## config.mk

```make
export PLATFORM = sky130hd
export DESIGN_NAME = regfile_2r1w
export DESIGN_NICKNAME = d
export VERILOG_FILES = /design/src/rtl/mips_pkg.sv /design/src/rtl/reg_cell.sv /design/src/rtl/regfile_2r1w.sv
export SDC_FILE = /design/constraint.sdc
export NUM_CORES = 2
export LEC_CHECK = 0
export CORE_MARGIN = 3
export CORE_UTILIZATION = 30
export DETAILED_ROUTE_END_ITERATION = 8
export DONT_BUFFER_PORTS = 1
export PLACE_DENSITY = 0.41
export SYNTH_ARGS = -nofsm -noshare
export SYNTH_HDL_FRONTEND = slang
export SYNTH_SLANG_ARGS = --single-unit
```

## constraint.sdc

```tcl
create_clock -name clock -period 4.21 [get_ports clock]
set_clock_uncertainty 0.1 [all_clocks]
set_input_delay 0.842 -clock clock [delete_from_list [all_inputs] [get_ports clock]]
set_output_delay 0.842 -clock clock [all_outputs]
set_load 0.05 [all_outputs]
```

## src/rtl/mips_pkg.sv

```systemverilog
// Shared MIPS register-file definitions used by the core and its benches.
package mips_pkg;

  localparam int REG_COUNT = 32;
  localparam int ADDR_W    = 5;
  localparam int DATA_W    = 32;

  typedef logic [ADDR_W-1:0] reg_addr_t;
  typedef logic [DATA_W-1:0] word_t;

  // r0 is hardwired to zero in the MIPS ISA
  localparam reg_addr_t REG_ZERO = 5'd0;

endpackage : mips_pkg

```

## src/rtl/reg_cell.sv

```systemverilog
// One architectural register: a DATA_W-wide flop with synchronous
// active-high clear and a load enable driven by the one-hot write decode.
module reg_cell #(
  parameter int DATA_W = 32
) (
  input  logic              clock,
  input  logic              reset,
  input  logic              en,
  input  logic [DATA_W-1:0] d,
  output logic [DATA_W-1:0] q
);

  // Clear has priority over load, so a write coinciding with reset is lost.
  // NOTE: state is updated with <= so every cell samples the pre-edge value.
  always_ff @(posedge clock) begin
    if (reset) begin
      q <= '0;
    end else if (en) begin
      q <= d;
    end
  end

endmodule : reg_cell

```

## src/rtl/regfile_2r1w.sv

```systemverilog
// MIPS general-purpose register file: 2 combinational read ports, 1 write port.
// r0 has no storage and always reads zero. With BYPASS=1, a write happening
// this cycle is forwarded to any read port addressing the same register.
module regfile_2r1w #(
  parameter int DATA_W = 32,
  parameter int ADDR_W = 5,
  parameter int BYPASS = 1
) (
  input  logic              clock,
  input  logic              reset,
  input  logic              ctrl_write_en,
  input  logic [ADDR_W-1:0] ctrl_write_reg,
  input  logic [ADDR_W-1:0] ctrl_read_reg_a,
  input  logic [ADDR_W-1:0] ctrl_read_reg_b,
  input  logic [DATA_W-1:0] data_write,
  output logic [DATA_W-1:0] data_read_a,
  output logic [DATA_W-1:0] data_read_b
);

  import mips_pkg::*;

  localparam int                NUM_REGS  = 2 ** ADDR_W;
  localparam logic [ADDR_W-1:0] ZERO_ADDR = ADDR_W'(REG_ZERO);

  // Register contents; entry 0 is a constant, not a flop.
  logic [DATA_W-1:0] regs [NUM_REGS];

  // One-hot write select; bit 0 does not exist because r0 is never written.
  logic [NUM_REGS-1:1] wsel;

  // One-hot read selects and the AND-OR mux results before bypass.
  logic [NUM_REGS-1:0] rsel_a;
  logic [NUM_REGS-1:0] rsel_b;
  logic [DATA_W-1:0]   mux_a;
  logic [DATA_W-1:0]   mux_b;

  // Bypass qualifiers.
  logic fwd_ok;
  logic fwd_a;
  logic fwd_b;

  assign regs[0] = '0;

  // Storage for r1..r(NUM_REGS-1), each enabled by its decoded write select.
  for (genvar i = 1; i < NUM_REGS; i++) begin : g_reg
    assign wsel[i] = ctrl_write_en && (ctrl_write_reg == ADDR_W'(i));

    reg_cell #(
      .DATA_W (DATA_W)
    ) u_cell (
      .clock (clock),
      .reset (reset),
      .en    (wsel[i]),
      .d     (data_write),
      .q     (regs[i])
    );
  end

  // Decode each read address to one-hot and OR together the selected words.
  // NOTE: every variable gets a default at the top so no latch is inferred.
  always_comb begin
    rsel_a = '0;
    rsel_b = '0;
    mux_a  = '0;
    mux_b  = '0;
    for (int i = 0; i < NUM_REGS; i++) begin
      rsel_a[i] = (ctrl_read_reg_a == ADDR_W'(i));
      rsel_b[i] = (ctrl_read_reg_b == ADDR_W'(i));
      mux_a     = mux_a | (regs[i] & {DATA_W{rsel_a[i]}});
      mux_b     = mux_b | (regs[i] & {DATA_W{rsel_b[i]}});
    end
  end

  // Forwarding is only legal for a real write to a non-zero register that
  // reset is not about to discard.
  assign fwd_ok = (BYPASS != 0) && ctrl_write_en && !reset
                  && (ctrl_write_reg != ZERO_ADDR);
  assign fwd_a  = fwd_ok && (ctrl_write_reg == ctrl_read_reg_a);
  assign fwd_b  = fwd_ok && (ctrl_write_reg == ctrl_read_reg_b);

  assign data_read_a = fwd_a ? data_write : mux_a;
  assign data_read_b = fwd_b ? data_write : mux_b;

  // A write with an unknown destination would corrupt an arbitrary register.
  a_write_addr_known : assert property (
    @(posedge clock) ctrl_write_en |-> !$isunknown(ctrl_write_reg)
  );

endmodule : regfile_2r1w

```

* Yosys cells after proc, flatten, opt, wreduce, memory -nomap -nowiden
Cells that the tools add are included.
** Operators by class
- Bitwise operators :: 122
- Multiplexer cells :: 2
- Reductions and logical operators :: 37
- Equal/unequal tests :: 95
** Operators with widths (count)
- $and A32 B32 Y32 :: 62
- $or A32 B32 Y32 :: 60
- $eq A5 B5 Y1 const B :: 48
- $eq A5 B4 Y1 const B :: 24
- $mux W32 :: 2
- $eq A5 B3 Y1 const B :: 12
- $logic_and A1 B1 Y1 :: 35
- $eq A5 B2 Y1 const B :: 6
- $eq A5 B1 Y1 const B :: 3
- $eq A5 B5 Y1 :: 2
- $reduce_bool A5 Y1 :: 1
- $logic_not A1 Y1 :: 1
** Word-level totals
- Logic and storage cells :: 287
- Bits of input ports :: 50
- Output and inout bits :: 64
- Flip-flop bits (word level) :: 992

* Longest topological paths before layout
- Word-level depth :: 33
- Mapped depth :: 11
- Mapped depth without buffers :: 6

* Modules after synthesis
A second synthesis with hierarchy kept.
** Second synthesis, totals
- Cells, all modules :: 5378
- Area, all modules :: 51069.0 um^2
** Modules (own cells, without submodules)
- reg_cell :: seq. area each 640.6 um^2, area an instance 1163.6 um^2, cells each 103, times used 31
- regfile_2r1w :: seq. area each 0.0 um^2, area an instance 14996.9 um^2, cells each 2185, times used 1

* Worst setup path before layout
OpenSTA, ideal clock, no wires.
- Kind :: input to output
- From :: input ctrl_read_reg_a[2]
- To :: output data_read_a[26]
- Path slack :: 0.161 ns
- Data required time :: 3.268 ns
- Stages :: 10
- Arrival :: 3.107 ns
- Path buffers :: 4
- Cells stage by stage :: buf_2 or2_2 buf_2 nor2_1 buf_4 buf_6 a22oi_1 nand4_1 nor2_1 a31oi_1
** Between the ends
- Longest elaborated chain between the ends :: 33
- Elaborated cells on any way between the ends :: 95
- Those cells by class :: eq/ne: 32; mux: 1; bitwise: 61; reduce/logical: 1
** RTL lines
- from (decl) :: RTL line regfile_2r1w.sv:13 : input logic [ADDR_W-1:0] ctrl_read_reg_a,
- $eq A5 B1 Y1 / $eq A5 B2 Y1 (equally long branches) :: RTL line regfile_2r1w.sv:67 : rsel_a[i] = (ctrl_read_reg_a == ADDR_W'(i));
- $and A32 B32 Y32 :: RTL line regfile_2r1w.sv:69 : mux_a = mux_a | (regs[i] & {DATA_W{rsel_a[i]}});
- $or A32 B32 Y32 (30 in series) :: RTL line regfile_2r1w.sv:69
- $mux W32 * :: RTL line regfile_2r1w.sv:81 : assign data_read_a = fwd_a ? data_write : mux_a;
- to (decl) :: RTL line regfile_2r1w.sv:16 : output logic [DATA_W-1:0] data_read_a,
Every way passes the cells marked *; elsewhere a longest branch is shown, timed or not.

* Final worst setup path
- From :: input ctrl_read_reg_b[0]
- To :: output data_read_b[22]
** Between the ends
- Longest elaborated chain between the ends :: 33
- Elaborated cells on any way between the ends :: 95
- Those cells by class :: eq/ne: 32; mux: 1; bitwise: 61; reduce/logical: 1
** RTL lines
- from (decl) :: RTL line regfile_2r1w.sv:14 : input logic [ADDR_W-1:0] ctrl_read_reg_b,
- $eq A5 B1 Y1 / $eq A5 B2 Y1 (equally long branches) :: RTL line regfile_2r1w.sv:68 : rsel_b[i] = (ctrl_read_reg_b == ADDR_W'(i));
- $and A32 B32 Y32 :: RTL line regfile_2r1w.sv:70 : mux_b = mux_b | (regs[i] & {DATA_W{rsel_b[i]}});
- $or A32 B32 Y32 (30 in series) :: RTL line regfile_2r1w.sv:70
- $mux W32 * :: RTL line regfile_2r1w.sv:82 : assign data_read_b = fwd_b ? data_write : mux_b;
- to (decl) :: RTL line regfile_2r1w.sv:17 : output logic [DATA_W-1:0] data_read_b
Marks and branches as above.

==> results.toml <==
[finish]
nFillCells = 16905
syn_to_final_growth_pct = 22.7
post-route-util_pct = 37.3
reg.largest.list = "g.u_cell.q x992"
largest_reg_flops = 992
top_register = "g.u_cell.q"
fin_nets = 6637
stdcell_area_um2 = 60100
drive_gt1_share_pct = 14.4

[die]
core_area_um2 = 161000
io_pins = 114
start_util_pct = 30.4
die_h_um = 410
dieWidth_um = 410
num_rows = 147
die-area_um2 = 168000

[logic_synthesis]
synthFlopType = "dfxtp_1"
synth-seq-area-share_pct = 40.5
ys_warn_count = 0
synth_area_um2 = 49000
ys_types = 80
syn_inst = 6599
syn-num-nets = 6649
syn-mean-instance-area_um2 = 7.42
async_flop_share_pct = 0
ys_ff_latch = 992
synth_edf_count = 0

[placed_design]
portBuffers = 0
placed_area_um2 = 55600
dp_hpwl_um = 256000
gp_congestion = 0.999
pre_cts_slack_ns = -0.0332

[setup_path]
r2r-start = "g_reg[12].u_cell.q[0]"
crit_required_ns = 3.27
cp_max_fo = 64
crit_arrival_ns = 3.48
rr_endpoint = "g_reg[12].u_cell.q[0]"
ff2ff_setup_slack_ns = 3.24
reg2regPathDepth = 2
end_kind = "output port"
worstSetupPathType = "primary input to output port"
cp-start-kind = "primary input"

[detailed_routing]
wl_met3_um = 50100
ant_nets = 0
firstDrtPassIters = 8
met2_wirelength_um = 169000
vias = 59895
wl_per_cell_um = 46.4
routed.top_layer = "met5"
drt_iter0_markers = 11276
routed_wl_um = 412000
drc = 0
wl_met1_um = 158000
via_per_inst = 6.74

[global_routing]
overflow = 0
grt_max_degree = 994
grt_usage_pct = 46.4
grt_pass1_vias = 52956
grt_first_pass_wirelength_um = 525000
antenna_found_initial = 42

[worst_hold_path]
min_path_cells = 1
hp-start = "reset"
whs_endpoint = "g_reg[30].u_cell.q[22]"
hp-class = "primary input to register"

[power]
p_leak_nw = 19.3
clkPwrFrac_pct = 49.7
combPwrFrac_pct = 7.4
p_per_area_nw_per_um2 = 371
power.switching_mw = 6.04
vdd_ir_drop_max_v = 0.000327
p_int_mw = 16.2
pwr-share-seq_pct = 42.9
p_sw_share_pct = 27.1

[run_status]
status = "finished with violations"
violations = "negative setup slack"

[timing]
slew_viol_final = 0
tightest_slew_ns = 1.26
min_period_over_period_pct = 105
max_freq_ghz = 0.226
hold_slack_ns = 0.0164
finalWorstSetupSlack_ns = -0.213
slew_headroom_pct = 15.6
fin_setup_tns_ns = -1.81
post-route-min-period_ns = 4.42
setup_viol_count_final = 25
finalHoldViolCount = 0

[clock_network]
cts_tree = "done"
cts_inserted_buffers = 119
clkLatencyLatePin_ns = 0.81
cts.sinks = 992
clock-root-buffer = "clkbuf_16"
cts_buffer_depth = 3
holdBufCountCts = 0
h-tree-depth = 3
clkTransAtPathRegs_ns = 0.06

[job]
max-cap-violations = 0
synth_stat cells, types with 33 or more instances:
cell      number  share of area [%]
a31oi_1       39               0.50
clkbuf_2      33               0.34
dfxtp_1      992                 41
clkbuf_1     447                3.4
nand2_1     2162                 17
nor3_1        51               0.52
a22o_1       119                2.1
a221oi_1     105                1.9
o22ai_1       33               0.42
buf_2        145                1.5
mux2_2        39               0.90
nor2_1       184                1.4
a22oi_1      465                7.1
nand3_1       61               0.62
mux2i_1      150                3.1
a21oi_1     1056                 11
buf_4         34               0.52
nand4_1       78                1.0
through the flow:
| step | total power [mW] | std cells |
|---|---|---|
| global placement | 11.1 | 8613 |
| detailed placement | 11.1 | 8613 |
| finish | 22.3 | 8884 |
| floorplan | 10.5 | 6599 |
| global route | 22.6 | 8846 |
| CTS | 22.0 | 8835 |
logic make-up after synthesis:
kind of cell | after synthesis | synth area share [%]
simple gates | 2711 | 22.7
xor+xnor | 10 | 0.179
mux | 197 | 4.29
flops | 992 | 40.5
compound gates | 2014 | 26.3
buf+inv | 675 | 6.06
layout by cell type, fill, tap and decap left out, types with 23 or more instances in the layout:
master     instances
a21oi_1         1054
a221oi_1         105
a22o_1           119
a22oi_1          465
a31oi_1           24
and3_1            23
buf_12           158
buf_4            363
clkbuf_1          24
clkbuf_16        127
clkbuf_8          26
dfxtp_1          992
diode_2           38
mux2_2            39
mux2i_1          150
nand2_1         2131
nand2_2           33
nand3_1           61
nand4_1           78
nor2_1           108
nor2_4            91
nor3_1            51
o22ai_1           33
critical path: stages:
cell and delay, ns:
nor2b_4 0.85, buf_4 0.34, a22oi_1 0.20, o22ai_1 0.39
nor4_1 0.13, a41oi_2 0.34, buf_12 0.18
routing by layer:
| layer | track usage (%) | up-vias |
|---|---|---|
| met5 | 0 | - |
| met4 | 32.8 | 16 |
| met3 | 13.4 | 1659 |
| met2 | 67.2 | 5362 |
| met1 | 59.0 | 29602 |
| li1 | - | 23256 |
cell type report:
cell class	count	area [µm²]	share of cell area [%]
Tap cell	2160	2700	4.50
Clock inverter	50	607	1.01
Clock buffer	170	3450	5.74
Multi-Input combinational cell	4932	27100	45.1
Antenna cell	38	95.1	0.158
Sequential cell	992	19900	33.1
Timing Repair Buffer	538	6240	10.4
Inverter	4	15.0	0.0250
worst max-delay path by stage:
stage / from / end / depth (start not counted)
6_report: ctrl_read_reg_b[0] / data_read_b[22] / 7
5_1_grt: reset / data_read_a[21] / 10
4_1_cts: ctrl_read_reg_a[4] / data_read_a[3] / 9
3_5_place_dp: ctrl_read_reg_b[4] / data_read_b[15] / 8
3_3_place_gp: ctrl_read_reg_b[4] / data_read_b[15] / 8
2_1_floorplan: ctrl_read_reg_a[2] / data_read_a[26] / 10
power by group through the flow:
stage                     registers [mW]  logic, mW  clock network (mW)
after detailed placement            9.75       1.33                   0
after global routing                9.54       1.59                11.4
after CTS                           9.54       1.34                11.1
final                               9.55       1.65                11.1
after global placement              9.75       1.33                   0
after floorplan                     9.70      0.823                   0
timing repair:
item,4_1_cts,5_1_grt
endpoints found under the setup margin,4,64
resized for setup,2,9
buffers inserted,2,0
pin swaps,1,1
gates cloned,0,7
No activity file was read; power rests on OpenSTA's default activity.
